--- src/rtl/pipeline_hazard_ctrl.sv ---
// rtl/pipeline_hazard_ctrl.sv - RV32I 5-stage hazard controller: load-use stall, branch flush, forwarding, dmem freeze
// All state advances on negedge clk together with the pipeline registers; control outputs are combinational.
module pipeline_hazard_ctrl #(
  parameter int CNT_W       = 16,
  parameter int MEM_TIMEOUT = 64
) (
  input  logic             clk,
  input  logic             rst,
  input  logic [31:0]      inst_id,
  input  logic [31:0]      inst_ex,
  input  logic [31:0]      inst_mem,
  input  logic [31:0]      inst_wb,
  input  logic             branch_taken,
  input  logic             dmem_ready,
  output logic             pc_en,
  output logic             ifid_en,
  output logic             idex_en,
  output logic             exmem_en,
  output logic             memwb_en,
  output logic             ifid_flush,
  output logic             idex_flush,
  output logic [1:0]       fwd_a,
  output logic [1:0]       fwd_b,
  output logic             dmem_req,
  output logic             mem_err,
  output logic [CNT_W-1:0] stall_cnt,
  output logic [CNT_W-1:0] flush_cnt
);

  localparam int WAIT_W = $clog2(MEM_TIMEOUT + 1);
  localparam logic [WAIT_W-1:0] WAIT_LAST = WAIT_W'(MEM_TIMEOUT - 1);

  localparam logic [6:0] OP_R      = 7'b0110011;
  localparam logic [6:0] OP_IMM    = 7'b0010011;
  localparam logic [6:0] OP_LOAD   = 7'b0000011;
  localparam logic [6:0] OP_STORE  = 7'b0100011;
  localparam logic [6:0] OP_BRANCH = 7'b1100011;
  localparam logic [6:0] OP_JAL    = 7'b1101111;
  localparam logic [6:0] OP_JALR   = 7'b1100111;
  localparam logic [6:0] OP_LUI    = 7'b0110111;
  localparam logic [6:0] OP_AUIPC  = 7'b0010111;

  typedef enum logic [1:0] {RUN, MEM_WAIT, ERROR} state_t;

  state_t            state, next_state;
  logic [WAIT_W-1:0] wait_cnt;
  logic              stall_evt, flush_evt;

  function automatic logic writes_rd(input logic [11:0] lo);
    logic op_ok;
    case (lo[6:0])
      OP_R, OP_IMM, OP_LOAD, OP_JAL, OP_JALR, OP_LUI, OP_AUIPC: op_ok = 1'b1;
      default: op_ok = 1'b0;
    endcase
    return op_ok && (lo[11:7] != 5'd0);
  endfunction

  function automatic logic uses_rs1(input logic [6:0] op);
    case (op)
      OP_R, OP_IMM, OP_LOAD, OP_STORE, OP_BRANCH, OP_JALR: return 1'b1;
      default: return 1'b0;
    endcase
  endfunction

  function automatic logic uses_rs2(input logic [6:0] op);
    case (op)
      OP_R, OP_STORE, OP_BRANCH: return 1'b1;
      default: return 1'b0;
    endcase
  endfunction

  function automatic logic [1:0] fwd_sel(input logic used, input logic [4:0] rs);
    if (!used)                                                 return 2'b00;
    else if (writes_rd(inst_mem[11:0]) && inst_mem[11:7] == rs) return 2'b10;
    else if (writes_rd(inst_wb[11:0]) && inst_wb[11:7] == rs)   return 2'b01;
    else                                                       return 2'b00;
  endfunction

  logic unused_bits;
  assign unused_bits = ^{inst_id[31:25], inst_id[14:0], inst_ex[31:25], inst_ex[14:12],
                         inst_mem[31:12], inst_wb[31:12]};

  logic [4:0] ex_rd;
  logic       load_use, mem_access;
  logic [1:0] fwd_a_raw, fwd_b_raw;

  assign ex_rd      = inst_ex[11:7];
  assign load_use   = (inst_ex[6:0] == OP_LOAD) && (ex_rd != 5'd0) &&
                      ((uses_rs1(inst_id[6:0]) && inst_id[19:15] == ex_rd) ||
                       (uses_rs2(inst_id[6:0]) && inst_id[24:20] == ex_rd));
  assign mem_access = (inst_mem[6:0] == OP_LOAD) || (inst_mem[6:0] == OP_STORE);
  assign fwd_a_raw  = fwd_sel(uses_rs1(inst_ex[6:0]), inst_ex[19:15]);
  assign fwd_b_raw  = fwd_sel(uses_rs2(inst_ex[6:0]), inst_ex[24:20]);
  assign mem_err    = (state == ERROR);

  always_comb begin
    pc_en      = 1'b1;
    ifid_en    = 1'b1;
    idex_en    = 1'b1;
    exmem_en   = 1'b1;
    memwb_en   = 1'b1;
    ifid_flush = 1'b0;
    idex_flush = 1'b0;
    fwd_a      = 2'b00;
    fwd_b      = 2'b00;
    dmem_req   = 1'b0;
    next_state = state;
    stall_evt  = 1'b0;
    flush_evt  = 1'b0;
    if (!rst) begin
      fwd_a = fwd_a_raw;
      fwd_b = fwd_b_raw;
      if (state == ERROR) begin
        {pc_en, ifid_en, idex_en, exmem_en, memwb_en} = 5'b00000;
      end else begin
        dmem_req = mem_access || (state == MEM_WAIT);
        if (dmem_req && !dmem_ready) begin
          // Freeze overrides any branch or load-use; they are re-evaluated once released.
          {pc_en, ifid_en, idex_en, exmem_en, memwb_en} = 5'b00000;
          stall_evt = 1'b1;
          if (state == RUN)                next_state = MEM_WAIT;
          else if (wait_cnt == WAIT_LAST)  next_state = ERROR;
        end else begin
          if (state == MEM_WAIT) next_state = RUN;
          if (branch_taken) begin
            ifid_flush = 1'b1;
            idex_flush = 1'b1;
            flush_evt  = 1'b1;
          end else if (load_use) begin
            pc_en      = 1'b0;
            ifid_en    = 1'b0;
            idex_flush = 1'b1;
            stall_evt  = 1'b1;
          end
        end
      end
    end
  end

  always_ff @(negedge clk) begin
    if (rst) begin
      state     <= RUN;
      wait_cnt  <= '0;
      stall_cnt <= '0;
      flush_cnt <= '0;
    end else begin
      state <= next_state;
      if (state == RUN && next_state == MEM_WAIT)
        wait_cnt <= '0;
      else if (state == MEM_WAIT && next_state == MEM_WAIT)
        wait_cnt <= wait_cnt + 1'b1;
      if (stall_evt && stall_cnt != '1) stall_cnt <= stall_cnt + 1'b1;
      if (flush_evt && flush_cnt != '1) flush_cnt <= flush_cnt + 1'b1;
    end
  end

endmodule

--- config.mk ---
export PLATFORM = sky130hd
export DESIGN_NAME = pipeline_hazard_ctrl
export DESIGN_NICKNAME = d
export VERILOG_FILES = /design/src/rtl/pipeline_hazard_ctrl.sv
export SDC_FILE = /design/constraint.sdc
export NUM_CORES = 1
export LEC_CHECK = 0
export BUFFER_PORTS_ARGS = -buffer_cell sky130_fd_sc_hd__buf_2
export CORE_MARGIN = 2
export CORE_UTILIZATION = 46
export CTS_CLUSTER_SIZE = 30
export DETAILED_ROUTE_END_ITERATION = 12
export MAX_ROUTING_LAYER = met4
export PLACE_DENSITY_LB_ADDON = 0.15
export SYNTH_ARGS = -nofsm -noshare
export SYNTH_HDL_FRONTEND = slang
export SYNTH_SLANG_ARGS = --single-unit
--- constraint.sdc ---
create_clock -name clk -period 6.85 [get_ports clk]
set_input_delay 0.3425 -clock clk [delete_from_list [all_inputs] [get_ports clk]]
set_output_delay 0.3425 -clock clk [all_outputs]
set_load 0.1 [all_outputs]
Word-level counts from Yosys, hierarchy flattened --
Index checks and enable logic that the tools add are counted.
Storage, ports and cells: register bits 41, word-level logic and storage cells 127, output and inout port bits 45
Cells by class: multiplexer cells 49, eq/ne operators 39, $add $sub $neg 3, reductions and logical operators 32
Operators by type and width (count):
- $eq A7 B6 Y1 const B | 10
- $eq A7 B7 Y1 const B | 8
- $eq A7 B5 Y1 const B | 6
- $mux W1 | 37
- $add A16 B1 Y16 const B | 2
- $ne A16 B16 Y1 const B | 2
- $eq A5 B5 Y1 | 6
- $eq A7 B2 Y1 const B | 4
- $mux W2 | 12
- $logic_and A1 B1 Y1 | 17
- $reduce_bool A5 Y1 | 3
- $reduce_or A7 Y1 | 2
- $reduce_or A6 Y1 | 2
- $add A7 B1 Y7 const B | 1
- $reduce_or A3 Y1 | 2
- $eq A2 B1 Y1 const B | 2
- $logic_or A1 B1 Y1 | 3
- $eq A2 B2 Y1 const B | 1
- $logic_not A2 Y1 | 1
- $reduce_or A2 Y1 | 1
- $logic_not A1 Y1 | 1

Logic depth before layout (Yosys ltp) --
depth in word-level cells 14, depth in mapped cells 8, mapped depth without buffers 7

==> reports/metrics.yaml <==
logic_synthesis:
  synthDistinctLibCells: 49
  yosysWarningCount: 0
  synth-simple-area-share: 0.320
  synth_area_sq_mm: 0.00270
  mappedNetlistNets: 474
  synth_enable_flop_cells: 0
  synthesis.area_per_instance_sq_um: 7.96
  ys_seq_area_frac: 0.304
  synth_ff_type: "sky130_fd_sc_hd__dfxtp_1"
  synthMuxAreaShare: 0.0190
  synthAdderAreaFrac: 0.0139
  synth_area_in_compound_gates: 0.154
  synth_top_family_by_area: "simple AND/OR/NAND/NOR gates"
  post_synthesis_xor_xnor_area_fraction: 0.153
  proportion_of_synthesized_flip_flops_having_asynchronous_set_or_reset: 0
  post_synth_inst_count: 339
  ys_seq_elements: 41
global_routing:
  grt_remaining_overflow: 0
  grt_pass1_vias: 2842
  grt_antenna_before_repair: 0
  grt.total_usage: 0.233
  grt_max_degree: 36
  global_route_wire_length_before_repair_um: 11900
final_layout:
  drive_gt1_frac: 0.261
  layout_commonest_cell: "sky130_fd_sc_hd__buf_2"
  design.final.nets: 621
  diodes: 0
  syn_to_final_growth_pct: 32.5
  most_frequent_cells_in_the_layout: "111 x sky130_fd_sc_hd__buf_2, 51 x sky130_fd_sc_hd__inv_1, 41 x sky130_fd_sc_hd__dfxtp_1"
clocking:
  cts-hold-fix-buffers: 0
  cts_max_level: 2
  path_clk_slew_ns: 0.04
  tritoncts: "done"
  cts.sink_count: 41
  worstSkewPairLatency_ns: 0.37
  cts_inserted_buffers: 5
  cts.repair_timing.setup_buffer_count: 0
  root_buffer: "sky130_fd_sc_hd__clkbuf_8"
  cts_buffer_depth: 2
  post_cts_resized: 0
routing:
  antenna_violating_nets_post_route: 0
  via_per_inst: 5.39
  number_of_design_rule_violations_left_after_detail_routing: 0
  routed_wirelength_um: 7310
  tritonroute_pass_1_iters: 4
  routed-via-count: 3014
  routedWlPerCell_um: 13.1
  dr.first_iter.drc_count: 136
hold_path:
  timing.hold.worst.start: "stall_cnt[12]"
  hold-path-endpoint: "stall_cnt[12]"
  hold-path-cell-count: 2
  hp-class: "reg2reg"
power_and_ir_drop:
  max-vdd-ir-drop_uv: 132
  power_leakage_uw: 0.00161
  pwr_density_cell_mw_per_mm2: 180
timing:
  setup_slack_ns: 0.689
  hold_violations: 0
  max_slew.worst_pin.slew_ns: 0.843
  report.final.setup_viol: 0
  timing.final.max_slew_violations: 0
  fin_hold_ws_ns: 0.490
  worst_clock_skew_ns: 0.0204
  rsz0062_at_grt: "no"
  worst_slew_margin_rel: 0.435
setup_path:
  timing.critical_path.required_ns: 6.51
  crit_type: "reg2out"
  crit_buf_inv: 2
  critPathMaxStageDelay_ns: 0.76
  critical_path_peak_fanout: 12
  cp_cell_sequence: "nor2b_1, a41oi_1, o211ai_1, inv_1, buf_2"
  r2r_slack_ns: 4.40
  worstReg2RegStart: "stall_cnt[3]"
  category_of_the_worst_setup_path_launch_point: "flip-flop"
  worst_r2r_path_depth: 5
  worstPathArrival_ns: 5.82
  crit-reg2reg-capture: "stall_cnt[10]"
  cpMaxStageDelayCell: "sky130_fd_sc_hd__o211ai_1"
  worst_setup_path_end_kind: "output pin"
  critical-path-top-delay-family: "compound AO/OA/AOI/OAI gates"
placement:
  dp.final_hpwl_um: 5490
  place.port_buffers: 111
  preCtsSetupSlack_ns: 0.788
  gp_routability_congestion: 0.924
floorplan:
  fp.dieH_um: 80.6
  core.rowCount: 27
  floorplan.die_area_sq_mm: 0.00649
  floorplan.initialDensity: 0.484
  io_pins: 177
  floorplan.die.width_um: 80.6
  core_area_sq_mm: 0.00557
outcome:
  run_status: "complete, no violations"
run:
  drv.max_cap_violation_count: 0
worst max-delay path by stage:
| stage | startpoint | end | slack, ns | cells after the start |
|---|---|---|---|---|
| after floorplan | state[0] | idex_flush | -0.006 | 4 |
| after global routing | state[0] | ifid_flush | 0.43 | 5 |
| after global placement | inst_ex[2] | stall_cnt[15] | 0.83 | 7 |
| after CTS | state[0] | ifid_flush | 0.66 | 5 |
| final | state[0] | ifid_flush | 0.69 | 5 |
| after detailed placement | inst_ex[2] | stall_cnt[6] | 0.79 | 7 |
registers in the layout, indices dropped and copies added, names as in the netlist:
name	cells
flush_cnt	16
stall_cnt	16
state	2
wait_cnt	7
stage by stage:
stage	instance area [sq um]	utilization	TNS, ns	total power [uW]	instances
3_3_place_gp	3290	0.590	0	358	511
4_1_cts	3570	0.641	0	654	559
5_1_grt	3570	0.641	0	683	559
2_1_floorplan	2710	-	-0.00625	325	339
3_5_place_dp	3290	0.590	0	359	511
6_report	3570	0.641	0	643	559
cell families (layout without fill, tap and decap cells):
| kind of cell | Yosys count | in the layout |
|---|---|---|
| AOI/OAI and AO/OA | 61 | 61 |
| xor gates and xnor gates | 47 | 47 |
| adders and majority gates | 3 | 3 |
| buffers and inverters | 21 | 169 |
| DFF | 41 | 41 |
| muxes | 5 | 5 |
| and+or+nand+nor | 161 | 161 |
metal layers:
layer  track usage  up-vias  wire length (um)
li1              -     1532                 -
met1         0.281     1386              3400
met2         0.375       83              3480
met3        0.0494       13               326
met4         0.103        0               106
met5             -        -                 0
report_power, final:
part	leakage (uW)	total [uW]	internal, uW	switching [uW]
clock network	0.000288	324	176	149
registers	0.000330	242	241	1.23
logic	0.000995	76.2	29.8	46.5
tightest hold or removal path, stage by stage, from the launching register on:
cell,delay (ns)
sky130_fd_sc_hd__dfxtp_1,0.32
sky130_fd_sc_hd__o41ai_1,0.06
sky130_fd_sc_hd__a21oi_1,0.05
final cells by class:
type	instances	area, sq um
clock buffers	5	68.8
clock inverters	44	218
fillers	522	2000
inverters	9	33.8
multi-input cells	277	1790
flip-flops and latches	41	821
well taps	72	90.1
repair buffers	111	556
synth_stat cells (2+ instances only):
library cell / count / area, sq um
sky130_fd_sc_hd__and3_1: 8 / 50.1
sky130_fd_sc_hd__xor2_1: 23 / 201
sky130_fd_sc_hd__a21oi_1: 19 / 95.1
sky130_fd_sc_hd__xnor2_1: 24 / 210
sky130_fd_sc_hd__clkbuf_1: 7 / 26.3
sky130_fd_sc_hd__nand3_1: 16 / 80.1
sky130_fd_sc_hd__buf_4: 3 / 22.5
sky130_fd_sc_hd__nor4_1: 7 / 43.8
sky130_fd_sc_hd__and4_1: 5 / 43.8
sky130_fd_sc_hd__nand4_1: 9 / 56.3
sky130_fd_sc_hd__nor2_1: 36 / 135
sky130_fd_sc_hd__nand2_1: 23 / 86.3
sky130_fd_sc_hd__inv_1: 10 / 37.5
sky130_fd_sc_hd__dfxtp_1: 41 / 821
sky130_fd_sc_hd__nand3b_1: 4 / 30.0
sky130_fd_sc_hd__mux2i_1: 4 / 40.0
sky130_fd_sc_hd__nor3b_1: 4 / 30.0
sky130_fd_sc_hd__or4_1: 9 / 67.6
sky130_fd_sc_hd__o31ai_1: 10 / 75.1
sky130_fd_sc_hd__nor3_1: 21 / 105
sky130_fd_sc_hd__nand4b_1: 3 / 26.3
sky130_fd_sc_hd__or3_1: 5 / 31.3
sky130_fd_sc_hd__o41ai_1: 3 / 26.3
sky130_fd_sc_hd__o211ai_1: 2 / 15.0
sky130_fd_sc_hd__nor2b_1: 4 / 25.0
sky130_fd_sc_hd__nand2b_1: 2 / 12.5
sky130_fd_sc_hd__o21ai_0: 13 / 65.1
sky130_fd_sc_hd__ha_1: 3 / 37.5
(Power assumes the default switching activity.)
